## config.mk

```make
export PLATFORM = sky130hd
export DESIGN_NAME = mac_dot_lanes
export DESIGN_NICKNAME = d
export VERILOG_FILES = /design/src/rtl/mac_dot_lanes.sv
export SDC_FILE = /design/constraint.sdc
export NUM_CORES = 1
export LEC_CHECK = 0
export BUFFER_PORTS_ARGS = -buffer_cell sky130_fd_sc_hd__buf_2
export CAP_MARGIN = 20
export CELL_PAD_IN_SITES_DETAIL_PLACEMENT = 1
export CELL_PAD_IN_SITES_GLOBAL_PLACEMENT = 2
export CORE_ASPECT_RATIO = 0.8
export CORE_MARGIN = 2
export CORE_UTILIZATION = 30
export DETAILED_ROUTE_END_ITERATION = 10
export GPL_TIMING_DRIVEN = 0
export PLACE_DENSITY = 0.66
export SLEW_MARGIN = 20
export SYNTH_ARGS = -nofsm -noshare
export SYNTH_HDL_FRONTEND = slang
export SYNTH_SLANG_ARGS = --single-unit
```

## constraint.sdc

```tcl
create_clock -name clk -period 9.69 [get_ports clk]
set_input_delay 0.4845 -clock clk [delete_from_list [all_inputs] [get_ports clk]]
set_output_delay 0.4845 -clock clk [all_outputs]
set_load 0.05 [all_outputs]
```

## src/rtl/mac_dot_lanes.sv

```systemverilog
// Multi-lane dot-product MAC: LANES products summed per beat, accumulated over a framed vector.
// Optional build macro MAC_SATURATE_EN clamps the presented result instead of truncating it.
module mac_dot_lanes #(
  parameter int WIDTH     = 8,
  parameter int LANES     = 4,
  parameter int MAX_BEATS = 16,
  parameter int SIGNED    = 0,
  parameter int OUT_WIDTH = 16
) (
  input  logic                       clk,
  input  logic                       reset,
  input  logic                       in_valid,
  output logic                       in_ready,
  input  logic [LANES*WIDTH-1:0]     in_a,
  input  logic [LANES*WIDTH-1:0]     in_b,
  input  logic                       in_last,
  output logic                       out_valid,
  input  logic                       out_ready,
  output logic [OUT_WIDTH-1:0]       out_data,
  output logic [$clog2(MAX_BEATS):0] out_beats,
  output logic                       err_ovf
);

  localparam int ACC_W = 2*WIDTH + $clog2(LANES) + $clog2(MAX_BEATS);
  localparam int CNT_W = $clog2(MAX_BEATS) + 1;
  localparam logic [CNT_W-1:0] MAX_CNT = CNT_W'(MAX_BEATS);

  logic                   stall;
  logic                   accept;
  logic                   r_valid, r_last;
  logic [LANES*WIDTH-1:0] r_a, r_b;
  logic [ACC_W-1:0]       lane_sum;
  logic                   p_valid, p_last;
  logic [ACC_W-1:0]       psum;
  logic [ACC_W-1:0]       acc, acc_next;
  logic [CNT_W-1:0]       cnt, cnt_next;
  logic                   first;
  logic [OUT_WIDTH-1:0]   final_data;

  assign stall    = out_valid & ~out_ready;
  assign in_ready = ~stall & ~reset;
  assign accept   = in_valid & in_ready;

  function automatic logic [ACC_W-1:0] lane_prod(input logic [WIDTH-1:0] a,
                                                 input logic [WIDTH-1:0] b);
    logic signed [2*WIDTH-1:0] sp;
    logic        [2*WIDTH-1:0] up;
    sp = $signed(a) * $signed(b);
    up = a * b;
    if (SIGNED != 0) return ACC_W'(sp);
    else             return ACC_W'(up);
  endfunction

  // Input register: operands are captured on the handshake so the multipliers see a stable beat.
  always_ff @(posedge clk or posedge reset) begin
    if (reset) begin
      r_valid <= 1'b0;
      r_last  <= 1'b0;
      r_a     <= '0;
      r_b     <= '0;
    end else if (!stall) begin
      r_valid <= accept;
      r_last  <= accept & in_last;
      if (accept) begin
        r_a <= in_a;
        r_b <= in_b;
      end
    end
  end

  always_comb begin
    lane_sum = '0;
    for (int i = 0; i < LANES; i++)
      lane_sum = lane_sum + lane_prod(r_a[i*WIDTH +: WIDTH], r_b[i*WIDTH +: WIDTH]);
  end

  always_ff @(posedge clk or posedge reset) begin
    if (reset) begin
      p_valid <= 1'b0;
      p_last  <= 1'b0;
      psum    <= '0;
    end else if (!stall) begin
      p_valid <= r_valid;
      p_last  <= r_valid & r_last;
      psum    <= lane_sum;
    end
  end

  always_comb begin
    acc_next = (first ? '0 : acc) + psum;
    if (first)               cnt_next = CNT_W'(1);
    else if (cnt == MAX_CNT) cnt_next = cnt;
    else                     cnt_next = cnt + CNT_W'(1);
  end

`ifdef MAC_SATURATE_EN
  localparam logic [ACC_W-1:0] S_MAX = ACC_W'((64'sd1 <<< (OUT_WIDTH-1)) - 64'sd1);
  localparam logic [ACC_W-1:0] S_MIN = ~S_MAX;
  localparam logic [ACC_W-1:0] U_MAX = ACC_W'((64'd1 << OUT_WIDTH) - 64'd1);

  always_comb begin
    final_data = acc_next[OUT_WIDTH-1:0];
    if (SIGNED != 0) begin
      if ($signed(acc_next) > $signed(S_MAX))      final_data = S_MAX[OUT_WIDTH-1:0];
      else if ($signed(acc_next) < $signed(S_MIN)) final_data = S_MIN[OUT_WIDTH-1:0];
    end else if (acc_next > U_MAX) begin
      final_data = U_MAX[OUT_WIDTH-1:0];
    end
  end
`else
  always_comb begin
    final_data = acc_next[OUT_WIDTH-1:0];
  end
`endif

  // A new frame result may overwrite a result being handed off in the same cycle.
  always_ff @(posedge clk or posedge reset) begin
    if (reset) begin
      acc       <= '0;
      cnt       <= '0;
      first     <= 1'b1;
      out_valid <= 1'b0;
      out_data  <= '0;
      out_beats <= '0;
      err_ovf   <= 1'b0;
    end else if (!stall) begin
      if (p_valid) begin
        acc   <= acc_next;
        cnt   <= cnt_next;
        first <= p_last;
        if (!first && cnt == MAX_CNT) err_ovf <= 1'b1;
      end
      if (p_valid && p_last) begin
        out_valid <= 1'b1;
        out_data  <= final_data;
        out_beats <= cnt_next;
      end else if (out_ready) begin
        out_valid <= 1'b0;
      end
    end
  end

endmodule

```

* Yosys cells after proc, flatten, opt, wreduce, memory -nomap -nowiden *
Index checks and enable logic that the tools add are counted.

operators by class
  $add $sub $neg = 5
  $mul = 4
  equality and inequality tests = 1
  muxes and demuxes = 5
  bitwise logic cells = 8
  reduce and logical (&&, ||, !) cells = 9

operators with widths
  operator               count
  $mul A8 B8 Y16         4
  $add A22 B22 Y22       1
  $mux W22               1
  $add A18 B16 Y19       1
  $add A17 B16 Y18       1
  $add A16 B16 Y17       1
  $mux W5                2
  $reduce_and A2 Y1      4
  $add A5 B1 Y5 const B  1
  $and A1 B1 Y1          5
  $eq A5 B5 Y1 const B   1
  $not A1 Y1             3
  $reduce_and A3 Y1      1
  $logic_and A1 B1 Y1    2
  $mux W1                2
  $reduce_bool A2 Y1     1
  $logic_not A1 Y1       1

storage, ports and cells
  register bits = 141
  logic and storage cells = 46

* Longest topological paths before layout *
  depth after elaboration = 6
  gate-level depth with buffers = 25
  mapped depth without buffers = 25

* Least setup slack after synthesis *
OpenSTA, ideal clock, no wires.

  kind = register -> register
  from = register r_a[29]
  to = register psum[15]
  arrival = 6.162 ns
  required time = 9.553 ns
  setup slack = 3.392 ns
  cell stages (with the launch flop) = 21
  path through = dfrtp_1 clkbuf_1 and2_1 fa_1 inv_1 fa_1 fa_1 fa_1 inv_1 fa_1 fa_1 fa_1 fa_1 ha_1 nor2b_1 o31a_1 o41ai_2 o21ai_1 a31oi_1 xnor2_1 a21oi_1

on the way
  longest elaborated chain between the ends = 2

RTL lines
  what                    RTL line  source
  from (decl)             31        logic [LANES*WIDTH-1:0] r_a, r_b;
  from (signal assigned)  65        r_a <= in_a;
  $mul A8 B8 Y16          49        up = a * b;
  $add A18 B16 Y19        74        lane_sum = lane_sum + lane_prod(r_a[i*WIDTH +: WIDTH], r_b[i*WIDTH +: WIDTH]);
  to (signal assigned)    85        psum <= lane_sum;
  to (decl)               34        logic [ACC_W-1:0] psum;

Every way passes these cells.
A chain may end at the register's enable or synchronous reset.

* Final worst setup path *
  from = register r_a[28]
  to = register psum[15]

Same word-level chain as after synthesis.

==> metrics.cfg <==
[global_route]
grt_pass1_wl_um = 61800
first_global_vias = 11000
overflow = 0
grt_max_degree = 84
grt_usage_pct = 16.2
antenna_found_initial = 0

[synth]
ys_types = 54
synth_top_area_cell = fa_1
netlist_instances = 1412
synth.most_common_cell = inv_1
synthFlopType = dfrtp_1
ys_seq_area_share_pct = 22.5
netlist_area_um2 = 14400
synth.area.top_cells = fa_1 30%, dfrtp_1 22%, ha_1 12%, inv_1 7.2%, and2_1 6.3%
synth_edf_count = 0
syn_avg_cell_area_um2 = 10.2
async_flop_share_pct = 100
synth_top_cell_area_share_pct = 30.5
synth-seq-cells = 129
yosys_warnings = 0
syn-num-nets = 1834
synth_common_cells = 274 x inv_1, 219 x fa_1, 178 x nand2_1

[sta]
hold_viol = 0
slew_violations = 0
post-route-period-util_pct = 72.6
fin_setup_tns_ps = 0
fin_skew_ps = 12.9
max_freq_ghz = 0.142
rsz0062_at_grt = false
worstMarginPinSlew_ps = 1040
slew_headroom_pct = 30.6
period_minus_slack_ps = 7040
finalSetupViolCount = 0

[clock_tree]
insertion_delay_ps = 460
cts_max_level = 4
hold_buffers = 0
cts_buffers = 17
post_cts_resized = 0
postCtsSetupBuffers = 0
cts.clk_slew.worst_paths_ps = 70
cts_tree = built
cts_sinks = 129
clk_path_buf_depth = 2
clockRootBuffer = clkbuf_16

[floorplan]
initial_utilization_pct = 30.5
dieArea_um2 = 49700
die_x_um = 249
core-area_um2 = 47200
die_h_um = 200
row_count = 71
pin_count = 93

[routing]
post_drt_via_cell_ratio = 4.53
firstDrtPassIters = 5
routedWlPerCell_um = 17.4
wl_met2_um = 16600
dr_total_vias = 9775
drt-total-wl_um = 37400
detail_route.wirelength.met1_um = 19500
highest_layer = met4
drc = 0
route.met3.wl_um = 916
first_iter_violations = 366
drtAntennaViolNets = 0

[setup_path]
critPathLaunchType = register
crit_path_end_kind = register
crit_type = reg -> reg
required_ps = 10000
critical_path.startpoint = r_a[28]
cp.arrival_ps = 7340
worstPathMaxFanout = 9
r2r_start = r_a[28]

[run_status]
status = complete, no violations

[final_layout]
num_antenna_cells = 0
fin_nets = 1946
utilization_pct = 34.5
final_layout_size_suffix_gt1_share_pct = 14.5
area_delta_synth_final_pct = 13.1
stdcell_count = 2157

[place]
port_buffers = 92
dp_cells = 2125
dp_hpwl_um = 31700
gp_congestion = 0.784

[worst_hold_path]
hold_class = in -> async

[run]
drv_cap = 0

==> layout by cell type (no fill, tap or decap), drive strengths merged, types with 3 or more instances in the layout <==
cell type and count:
a21o 10, nor2b 19, o21a 5, inv 280
nor3 4, xnor2 26, xor2 10, nand2 178
mux2i 3, ha 134, o21ai 30, dfrtp 128
clkinv 5, clkbuf 43, mux2 78, buf 104
nand3 8, o31ai 6, nand2b 9, and2 146
nor2 27, fa 219, o211ai 8, a21oi 23
==> worst paths after layout <==
kind	slack, ps	to	depth (start not counted)
worst min-delay path	20	out_data[0]	2
min in group clk	250	r_b[15]	2
worst max-delay path	2650	psum[15]	20
max in group asynchronous	8880	r_b[26]	3
worst min register to register	480	out_beats[1]	2
worst max register to register	2650	psum[15]	20
==> logic make-up after synthesis <==
kind of cell / Yosys count / share of synthesized area [%]
compound gates: 104 / 4.97
xor+xnor: 36 / 2.19
fa+ha+maj: 353 / 42.2
buf+inv: 310 / 8.18
flops: 129 / 22.5
mux: 81 / 6.32
simple gates: 399 / 13.7
==> layer usage <==
| layer | vias to the layer above | global-route usage [%] |
|---|---|---|
| li1 | 4570 | - |
| met3 | 21 | 2.31 |
| met4 | 0 | 3.86 |
| met5 | - | 0 |
| met1 | 5087 | 24.1 |
| met2 | 97 | 24.8 |
==> final cells by class <==
cell class / count / area [µm²]
buffer: 36 / 148
clock buffer: 18 / 439
clock inverter: 14 / 171
fill: 5397 / 30900
inverter: 274 / 1040
multi-input combinational: 973 / 9970
sequential: 129 / 3230
tap: 620 / 776
timing repair buffer: 93 / 488
==> metrics by stage <==
step	area (µm²)	hold WS, ps	worst slack (ps)
2_1_floorplan	14400	438	3390
3_3_place_gp	15600	455	2710
3_5_place_dp	15600	466	2680
4_1_cts	16300	8.60	2650
5_1_grt	16300	26.4	2320
6_report	16300	23.9	2650
==> registers in the layout, indices dropped and copies added, names as in the netlist, 5 cells and up <==
signal	count
acc	16
out_beats	5
r_b	32
r_a	32
cnt	5
psum	16
out_data	16
==> worst max-delay path, stage by stage, from the launching register on <==
cell and delay [ps]:
dfrtp_1 360, clkbuf_1 270, and2_1 270, fa_1 500, inv_1 60, fa_1 520
fa_1 520, fa_1 510, inv_1 50, fa_1 580, fa_1 440, fa_1 510
fa_1 430, ha_1 330, nor2b_1 160, o31a_1 290, o41ai_2 410, o21ai_1 200
a31oi_1 230, xnor2_1 150, a21oi_1 90
Power is not shown: default switching activity piles up to over one toggle a cycle in this logic, so the estimate is an artifact.
